`config.mk`:
```
export PLATFORM = sky130hd
export DESIGN_NAME = ex_mem_stage
export DESIGN_NICKNAME = d
export VERILOG_FILES = /design/src/rtl/ex_mem_stage.sv
export SDC_FILE = /design/constraint.sdc
export NUM_CORES = 1
export LEC_CHECK = 0
export ABC_AREA = 1
export CAP_MARGIN = 25
export CORE_MARGIN = 2
export CORE_UTILIZATION = 43
export CTS_CLUSTER_DIAMETER = 60
export DETAILED_ROUTE_END_ITERATION = 16
export PLACE_DENSITY = 0.88
export REMOVE_ABC_BUFFERS = 1
export SETUP_SLACK_MARGIN = 0.3
export SYNTH_ARGS = -nofsm -noshare
export SYNTH_HDL_FRONTEND = slang
export SYNTH_SLANG_ARGS = --single-unit
```
`constraint.sdc`:
```
create_clock -name clock -period 1.35 [get_ports clock]
set_input_delay 0.27 -clock clock [delete_from_list [all_inputs] [get_ports clock]]
set_output_delay 0.27 -clock clock [all_outputs]
set_load 0.02 [all_outputs]
```
`src/rtl/ex_mem_stage.sv`:
```
// ex_mem_stage: EX/MEM pipeline stage with a blocking memory handshake, access timeout and branch resolution.
// Ports:
//    clock, reset (async, active-low)
//    in_valid, aluResult, writeData, writeReg, regWrite, memRead, memWrite,
//    memToReg, branch, zero, branchTarget, flush   -- bundle from EX
//    stall                                          -- hold upstream while a memory access is outstanding
//    mem_req, mem_we, mem_addr, mem_wdata, mem_ack, mem_rdata -- memory handshake
//    out_valid, out_result, out_writeReg, out_regWrite         -- retired bundle to MEM/WB
//    pcSrc, pcTarget                                -- branch redirect to the PC
//    bus_err                                        -- one-cycle error pulse on timeout or misaligned trap
// Build option: define MISALIGN_TRAP_EN to trap memory ops with aluResult[1:0]!=0 instead of aligning them.
module ex_mem_stage #(
   parameter int TIMEOUT_CYCLES = 15
) (
   input  logic        clock,
   input  logic        reset,
   input  logic        in_valid,
   input  logic [31:0] aluResult,
   input  logic [31:0] writeData,
   input  logic [4:0]  writeReg,
   input  logic        regWrite,
   input  logic        memRead,
   input  logic        memWrite,
   input  logic        memToReg,
   input  logic        branch,
   input  logic        zero,
   input  logic [31:0] branchTarget,
   input  logic        flush,
   output logic        stall,
   output logic        mem_req,
   output logic        mem_we,
   output logic [31:0] mem_addr,
   output logic [31:0] mem_wdata,
   input  logic        mem_ack,
   input  logic [31:0] mem_rdata,
   output logic        out_valid,
   output logic [31:0] out_result,
   output logic [4:0]  out_writeReg,
   output logic        out_regWrite,
   output logic        pcSrc,
   output logic [31:0] pcTarget,
   output logic        bus_err
);
   localparam logic [1:0] IDLE = 2'd0, REQ = 2'd1, ERR = 2'd2;
   logic [1:0]  state;
   logic [7:0]  cnt;
   logic [31:0] alu_q, tgt_q;
   logic [4:0]  wreg_q;
   logic        rw_q, m2r_q, take_q;
   logic        mem_op, misalign, take;
   assign stall  = state == REQ;
   assign mem_op = memRead | memWrite;
   assign take   = branch & zero;
`ifdef MISALIGN_TRAP_EN
   assign misalign = mem_op && aluResult[1:0] != 2'b00;
`else
   assign misalign = 1'b0;
`endif
   always_ff @(posedge clock or negedge reset) begin
      if (!reset) begin
         state        <= IDLE;
         cnt          <= '0;
         alu_q        <= '0;
         tgt_q        <= '0;
         wreg_q       <= '0;
         rw_q         <= 1'b0;
         m2r_q        <= 1'b0;
         take_q       <= 1'b0;
         mem_req      <= 1'b0;
         mem_we       <= 1'b0;
         mem_addr     <= '0;
         mem_wdata    <= '0;
         out_valid    <= 1'b0;
         out_result   <= '0;
         out_writeReg <= '0;
         out_regWrite <= 1'b0;
         pcSrc        <= 1'b0;
         pcTarget     <= '0;
         bus_err      <= 1'b0;
      end else begin
         out_valid <= 1'b0;
         pcSrc     <= 1'b0;
         bus_err   <= 1'b0;
         case (state)
            IDLE: if (in_valid && !flush) begin
               alu_q  <= aluResult;
               tgt_q  <= branchTarget;
               wreg_q <= writeReg;
               rw_q   <= regWrite;
               m2r_q  <= memToReg;
               take_q <= take;
               if (misalign) begin
                  state        <= ERR;
                  bus_err      <= 1'b1;
                  out_regWrite <= 1'b0;
               end else if (mem_op) begin
                  // memWrite wins when both memRead and memWrite are set
                  state     <= REQ;
                  cnt       <= '0;
                  mem_req   <= 1'b1;
                  mem_we    <= memWrite;
                  mem_addr  <= {aluResult[31:2], 2'b00};
                  mem_wdata <= writeData;
               end else begin
                  out_valid    <= 1'b1;
                  out_result   <= aluResult;
                  out_writeReg <= writeReg;
                  out_regWrite <= regWrite;
                  pcSrc        <= take;
                  if (take) pcTarget <= branchTarget;
               end
            end
            REQ: if (mem_ack) begin
               state        <= IDLE;
               mem_req      <= 1'b0;
               mem_we       <= 1'b0;
               out_valid    <= 1'b1;
               out_result   <= m2r_q ? mem_rdata : alu_q;
               out_writeReg <= wreg_q;
               out_regWrite <= rw_q;
               pcSrc        <= take_q;
               if (take_q) pcTarget <= tgt_q;
            end else begin
               cnt <= cnt + 8'd1;
               // the cycle that brings the counter to TIMEOUT_CYCLES ends the access
               if (cnt == 8'(TIMEOUT_CYCLES - 1)) begin
                  state        <= ERR;
                  mem_req      <= 1'b0;
                  mem_we       <= 1'b0;
                  bus_err      <= 1'b1;
                  out_regWrite <= 1'b0;
               end
            end
            default: state <= IDLE;
         endcase
      end
   end
endmodule

```
==> results.md, run 1 <==
- Status: finished, violations left
- Violated checks: negative setup slack
- Yosys warnings: 0
- Hold Vio Cnt, Final: 0
- Worst path slowest cell: dfrtp_1
- I/O pin total: between 200 and 300
- Total Power: about 0.039 W
- EDFF count, synth: 0
- Final Cycle Share: 125.1%
- IO buf count: between 200 and 300
- CTS Buffer Depth: 3
- Fin area: 15720 sq um
- Most area-hungry cell type in the Yosys netlist: dfrtp_1
- Clock root cell: clkbuf_16
- TritonCTS Buffers: 24
- Clock Latency Late Sink: about 0.51 ns
- Crit-path cells: inv_2 > nand2_4 > inv_6 > buf_6 > buf_12 > o211ai_1 > o21ai_0 > nand2_1 > nand2_1
- Slowest stage delay, CP: 0.40 ns
- Overall Global Routing Usage: roughly 25%
- Proportion of synthesized flip-flops having asynchronous set or reset: 100.0%
- Post-DP HPWL: around 20 mm
- Clock transition at the registers of the reported paths: 0.06 ns
- Setup_tns: -30.19 ns
- CP Capture Type: register
- Post-Route WL: ~36 mm
- Antenna fix cells: 0
- CP Buf/Inv Count: 4
- Multi-input logic area: around 3700 sq um
- Die Span Y: 154.5 um
- Syn Inst Count: between 1000 and 1500
- Leak: 7.885 nW
- Worst path arrival time: ~2.1 ns
- Top cell by count, worst path: nand2_1
- RSZ-0062 raised after global routing: true
- Crit-path max FO: 39
- Worst flop-to-flop path startpoint: state[1]
- Setup crit start: state[1]
- Commonest cells in the netlist: 436 x nand2_1, 219 x dfrtp_1, 126 x o21ai_0
- Largest net degree at the start of global routing: between 50 and 60
- Top-area cell type share of the netlist area: a little under three fifths
- CTS H-Tree Depth: 1
- Post-synth top flop: dfrtp_1
- Iteration-0 DRC count of the detailed router: around 850
- CTS tree: done
- WS Path Type: register to register
- Congestion Overflow GR: 0
- Sequential share of the synthesized area: between 50% and 60%
- Reg area: about 5500 sq um
- Startpoint Class: register
- Synth area leaders: dfrtp_1 56%, nand2_1 17%, o21ai_0 6.5%
- Layout Nets: approximately 1700
- Vias/cell: between 5 and 6
- Min-delay worst type: input port to async pin
- Final ANT Viol Nets: 0
- FF+latch count, synth: 219
- RePlAce Congestion: between 0.8 and 0.9
- Row count: 55
- TritonCTS Sinks: ~220
- Final Max Slew Viols: 0
- Crit-path leading delay family: buffers and inverters
- Filler cells: roughly 1600
- Skew final: just over 0.01 ns
- Pwr per Cell Area: 2474 nW/um^2
- Initial antenna violation count: 1
- DRT Pass-1 Iters: 7
- Width of the die: roughly 150 um
- Post-route minimum period: 1.689 ns
- Max Freq: a little under 0.6 GHz
- Share of cells above drive strength 1: between 20% and 30%
- Final setup viols: around 210
- Post-Syn Area per Cell: ~8.3 sq um
- Final core utilization: ~70%
- Synth Cell Area: 9738 sq um
- Core Region: roughly 22000 sq um
- Initial Util: 43.41%
- Post-route DRC: 0
- # Max-Cap Violations: 0
- Max IR drop VDD: approximately 1400 uV
- Die ar.: approximately 24000 sq um
- WL per Instance: 19.33 um
- Via count: 10077
- Unique masters post-synth: 28
- Fin worst setup slack: -0.3390 ns
- Layout area overhead: 61.44%
- First-pass GRT wire length: approximately 48 mm
- Critical Path RT: 1.78 ns
- DP Area: ~13000 sq um
- Most numerous cell in the Yosys netlist: nand2_1
- Number of global-route vias before repair: ~10000
==> state kept, by name (all words and copies together) (netlist names), 8 cells and up <==
name        cells
mem_addr       30
alu_q          32
mem_wdata      32
cnt             8
tgt_q          32
pcTarget       32
out_result     32
==> metal layers <==
metal | global-route usage, % | up-vias | part of all wire, %
met3 | 5.772 | 159 | 8.9
met2 | 42.84 | 638 | 49
li1 | - | 4497 | -
met5 | 0 | - | 0.036
met1 | 28.70 | 4781 | 37
met4 | 12.65 | 2 | 5.4
==> what timing repair did <==
item                       CTS  global route
cloned                       2            29
hold buffers                 1             0
buffers inserted            51            10
hold endpoints to repair    85             0
resized for setup          851           130
pin swaps                    3             2
setup endpoints to repair  357           357
==> layout by cell type, fill, tap and decap left out, drive strengths merged, types with 4 or more instances in the layout <==
master | Yosys | layout
nand2 | 444 | 444
buf | 47 | 268
dfrtp | 219 | 219
o21ai | 180 | 180
clkdlybuf4s50 | 0 | 142
inv | 113 | 115
nand3 | 71 | 71
clkbuf | 26 | 56
o211ai | 29 | 29
nor2 | 24 | 24
a21oi | 7 | 7
nand4 | 4 | 4
==> cells by family after synthesis <==
group	after synthesis	share of synthesized area [%]
adders and majority gates	2	0.2569
and+or+nand+nor	546	22.88
AOI/OAI and AO/OA	220	12.15
buffers and inverters	187	8.390
DFF	219	56.28
other	1	0.03851
==> final timing paths <==
check | end | slack [ns] | cells past startpoint
setup / recovery | out_result[21] | -0.34 | 9
hold / removal | tgt_q[3] | 0.25 | 2
setup reg to reg | out_result[21] | -0.34 | 9
hold reg to reg | tgt_q[9] | 0.49 | 2
max in group asynchronous | mem_addr[6] | 0.54 | 3
min in group clock | mem_wdata[28] | 0.30 | 3
==> where the power goes <==
group / switching, W / total [W] / internal, W
clock: 0.00262 / 0.00644 / 0.00383
sequential: 0.00211 / 0.0117 / 0.00954
combinational: 0.0110 / 0.0208 / 0.00984
==> layout make-up <==
| type | instances | area share (%) |
|---|---|---|
| well taps | 285 | 2.268 |
| clock inverters | 1 | 0.1910 |
| repair buffers | 429 | 31.45 |
| repair inverters | 2 | 0.1433 |
| inverters | 114 | 2.953 |
| clock buffers | 38 | 4.608 |
| flip-flops and latches | 219 | 34.87 |
| multi-input cells | 770 | 23.52 |
==> per-stage QoR <==
step	std cells	worst slack [ns]	hold WS, ns
2_1_floorplan	1103	-2.640	-0.02559
3_3_place_gp	1726	-0.4145	0.1856
3_5_place_dp	1726	-0.4800	0.1868
4_1_cts	1819	-0.1953	0.2528
5_1_grt	1858	-0.3705	0.2634
6_report	1858	-0.3390	0.2490
Power figures use the tool's default switching activity.
==> run 2, diff against run 1 <==
--- a/config.mk
+++ b/config.mk
@@ -6,10 +6,11 @@
 export NUM_CORES = 1
 export LEC_CHECK = 0
 export ABC_AREA = 1
-export CAP_MARGIN = 25
+export CAP_MARGIN = 0
 export CORE_MARGIN = 2
 export CORE_UTILIZATION = 43
 export CTS_CLUSTER_DIAMETER = 60
+export CTS_CLUSTER_SIZE = 20
 export DETAILED_ROUTE_END_ITERATION = 16
 export PLACE_DENSITY = 0.88
 export REMOVE_ABC_BUFFERS = 1
==> results.md, run 2 (same netlist as run 1, synthesis figures left out) <==
- Status: finished, violations left
- Violated checks: negative setup slack
- Fin worst setup slack: -0.2770 ns
- Via count: between 10000 and 15000
- Filler cells: 1496
- Reg area: 5483 sq um
- Final ANT Viol Nets: 0
- First-pass GRT wire length: about 49 mm
- Final core utilization: between 70 and 80%
- Row count: 55
- Congestion Overflow GR: 0
- Final Max Slew Viols: 0
- CTS tree: done
- Final Cycle Share: 120.5%
- Leak: 8.026 nW
- I/O pin total: ~280
- Crit-path cells: inv_2 > buf_6 > nand2_8 > nor2_8 > nand2_4 > nand2_4 > buf_12 > buf_12 > nor2_2 > a21oi_1
- Clock transition at the registers of the reported paths: roughly 0.09 ns
- Clock root cell: clkbuf_16
- Initial antenna violation count: 1
- Post-route minimum period: about 1.6 ns
- Clock Latency Late Sink: ~0.50 ns
- CTS H-Tree Depth: 1
- Final setup viols: 218
- Die Span Y: 154.5 um
- Layout Nets: between 1500 and 2000
- Iteration-0 DRC count of the detailed router: approximately 960
- Antenna fix cells: 0
- Post-DP HPWL: 19.68 mm
- Startpoint Class: register
- Slowest stage delay, CP: 0.42 ns
- Worst path slowest cell: dfrtp_1
- Max IR drop VDD: around 1300 uV
- DRT Pass-1 Iters: 5
- Die ar.: between 20000 and 25000 sq um
- Most frequent cells in the layout: 395 x nand2_1, 217 x dfrtp_1, 153 x buf_6, 142 x clkdlybuf4s50_1, 114 x buf_4
- Skew final: between 0.03 and 0.04 ns
- Multi-input logic area: a little under 4000 sq um
- Pwr per Cell Area: 2445 nW/um^2
- WL per Instance: 20.11 um
- Setup_tns: -37.10 ns
- Most common cell after layout, fill and taps aside: nand2_1
- Vias/cell: between 5 and 6
- Width of the die: between 150 and 200 um
- R2R Setup Slk: -0.28 ns
- Hold Vio Cnt, Final: 0
- IO buf count: between 200 and 300
- Min-delay worst type: input port to async pin
- Share of cells above drive strength 1: ~29%
- Worst path arrival time: just over 2 ns
- CTS Buffer Depth: 3
- # Max-Cap Violations: 0
- Initial Util: between 40% and 50%
- Final cell count without fillers: around 1900
- Placed insts: 1726
- Overall Global Routing Usage: about a quarter
- Crit-path max FO: 7
- Max Freq: just over 0.6 GHz
- Core Region: ~22000 sq um
- Post-route DRC: 0
- RSZ-0062 raised after global routing: true
- Critical Path RT: 1.76 ns
- RePlAce Congestion: approximately 0.84
- Layout area overhead: 64.83%
- TritonCTS Buffers: 16
- WS Path Type: register to register
- Largest net degree at the start of global routing: between 50 and 60
- TritonCTS Sinks: 219
- CP Capture Type: register
- Number of global-route vias before repair: roughly 9800
- Post-Route WL: roughly 38 mm
run 2: area by class of cell:
cell class                 count  share of cell area, %
sequential                   219                  34.16
timing repair buffer         469                  33.15
multi-input combinational    770                  24.32
clock buffer                  20                  2.907
inverter                     114                  2.806
tap                          285                  2.222
clock inverter                 6                 0.3118
timing repair inverter         1                 0.1247
run 2: where the power goes:
group	switching (W)	leakage [nW]	internal, W	total (W)
clock network	0.00245	0.251	0.00249	0.00495
logic	0.0118	5.04	0.0109	0.0227
registers	0.00209	2.73	0.00952	0.0116
run 2: metal layers:
metal | GRT usage, % | wire [um] | vias to the layer above
met5 | 0 | 13 | -
met4 | 11.16 | 2117 | 2
met3 | 5.043 | 3316 | 176
met2 | 44.35 | 18740 | 689
met1 | 29.90 | 13700 | 4955
li1 | - | - | 4551
run 2: final timing paths:
kind	from	end	depth (start not counted)
max	state[1]	out_writeReg[3]	10
min in group clock	writeData[28]	mem_wdata[28]	3
min reg2reg	tgt_q[7]	tgt_q[7]	2
min	reset	tgt_q[13]	2
max in group asynchronous	reset	mem_wdata[11]	3
max reg2reg	state[1]	out_writeReg[3]	10
run 2: stage by stage:
stage | hold WS, ns | instance area [sq um] | total power, W | setup WS (ns)
2_1_floorplan | -0.02559 | 9353 | 0.01896 | -2.640
3_3_place_gp | 0.1856 | 13260 | 0.02626 | -0.4145
3_5_place_dp | 0.1868 | 13260 | 0.02694 | -0.4800
4_1_cts | 0.2633 | 14650 | 0.03467 | -0.2016
5_1_grt | 0.2835 | 16050 | 0.04107 | -0.3346
6_report | 0.2552 | 16050 | 0.03925 | -0.2770
run 2: critical path: cells and delay by family, from the launching register on:
kind            cells  cell delay [ns]
flops               1             0.42
buf+inv             4             0.55
compound gates      1             0.15
simple gates        5             0.40
run 2: repair_timing:
item / in CTS / in global routing
setup endpoints to repair: 357 / 357
endpoints found under the hold margin: 39 / 0
resized for setup: 864 / 151
buffers inserted: 52 / 49
gates cloned: 8 / 22
hold buffers: 1 / 0
pin swaps: 4 / 29
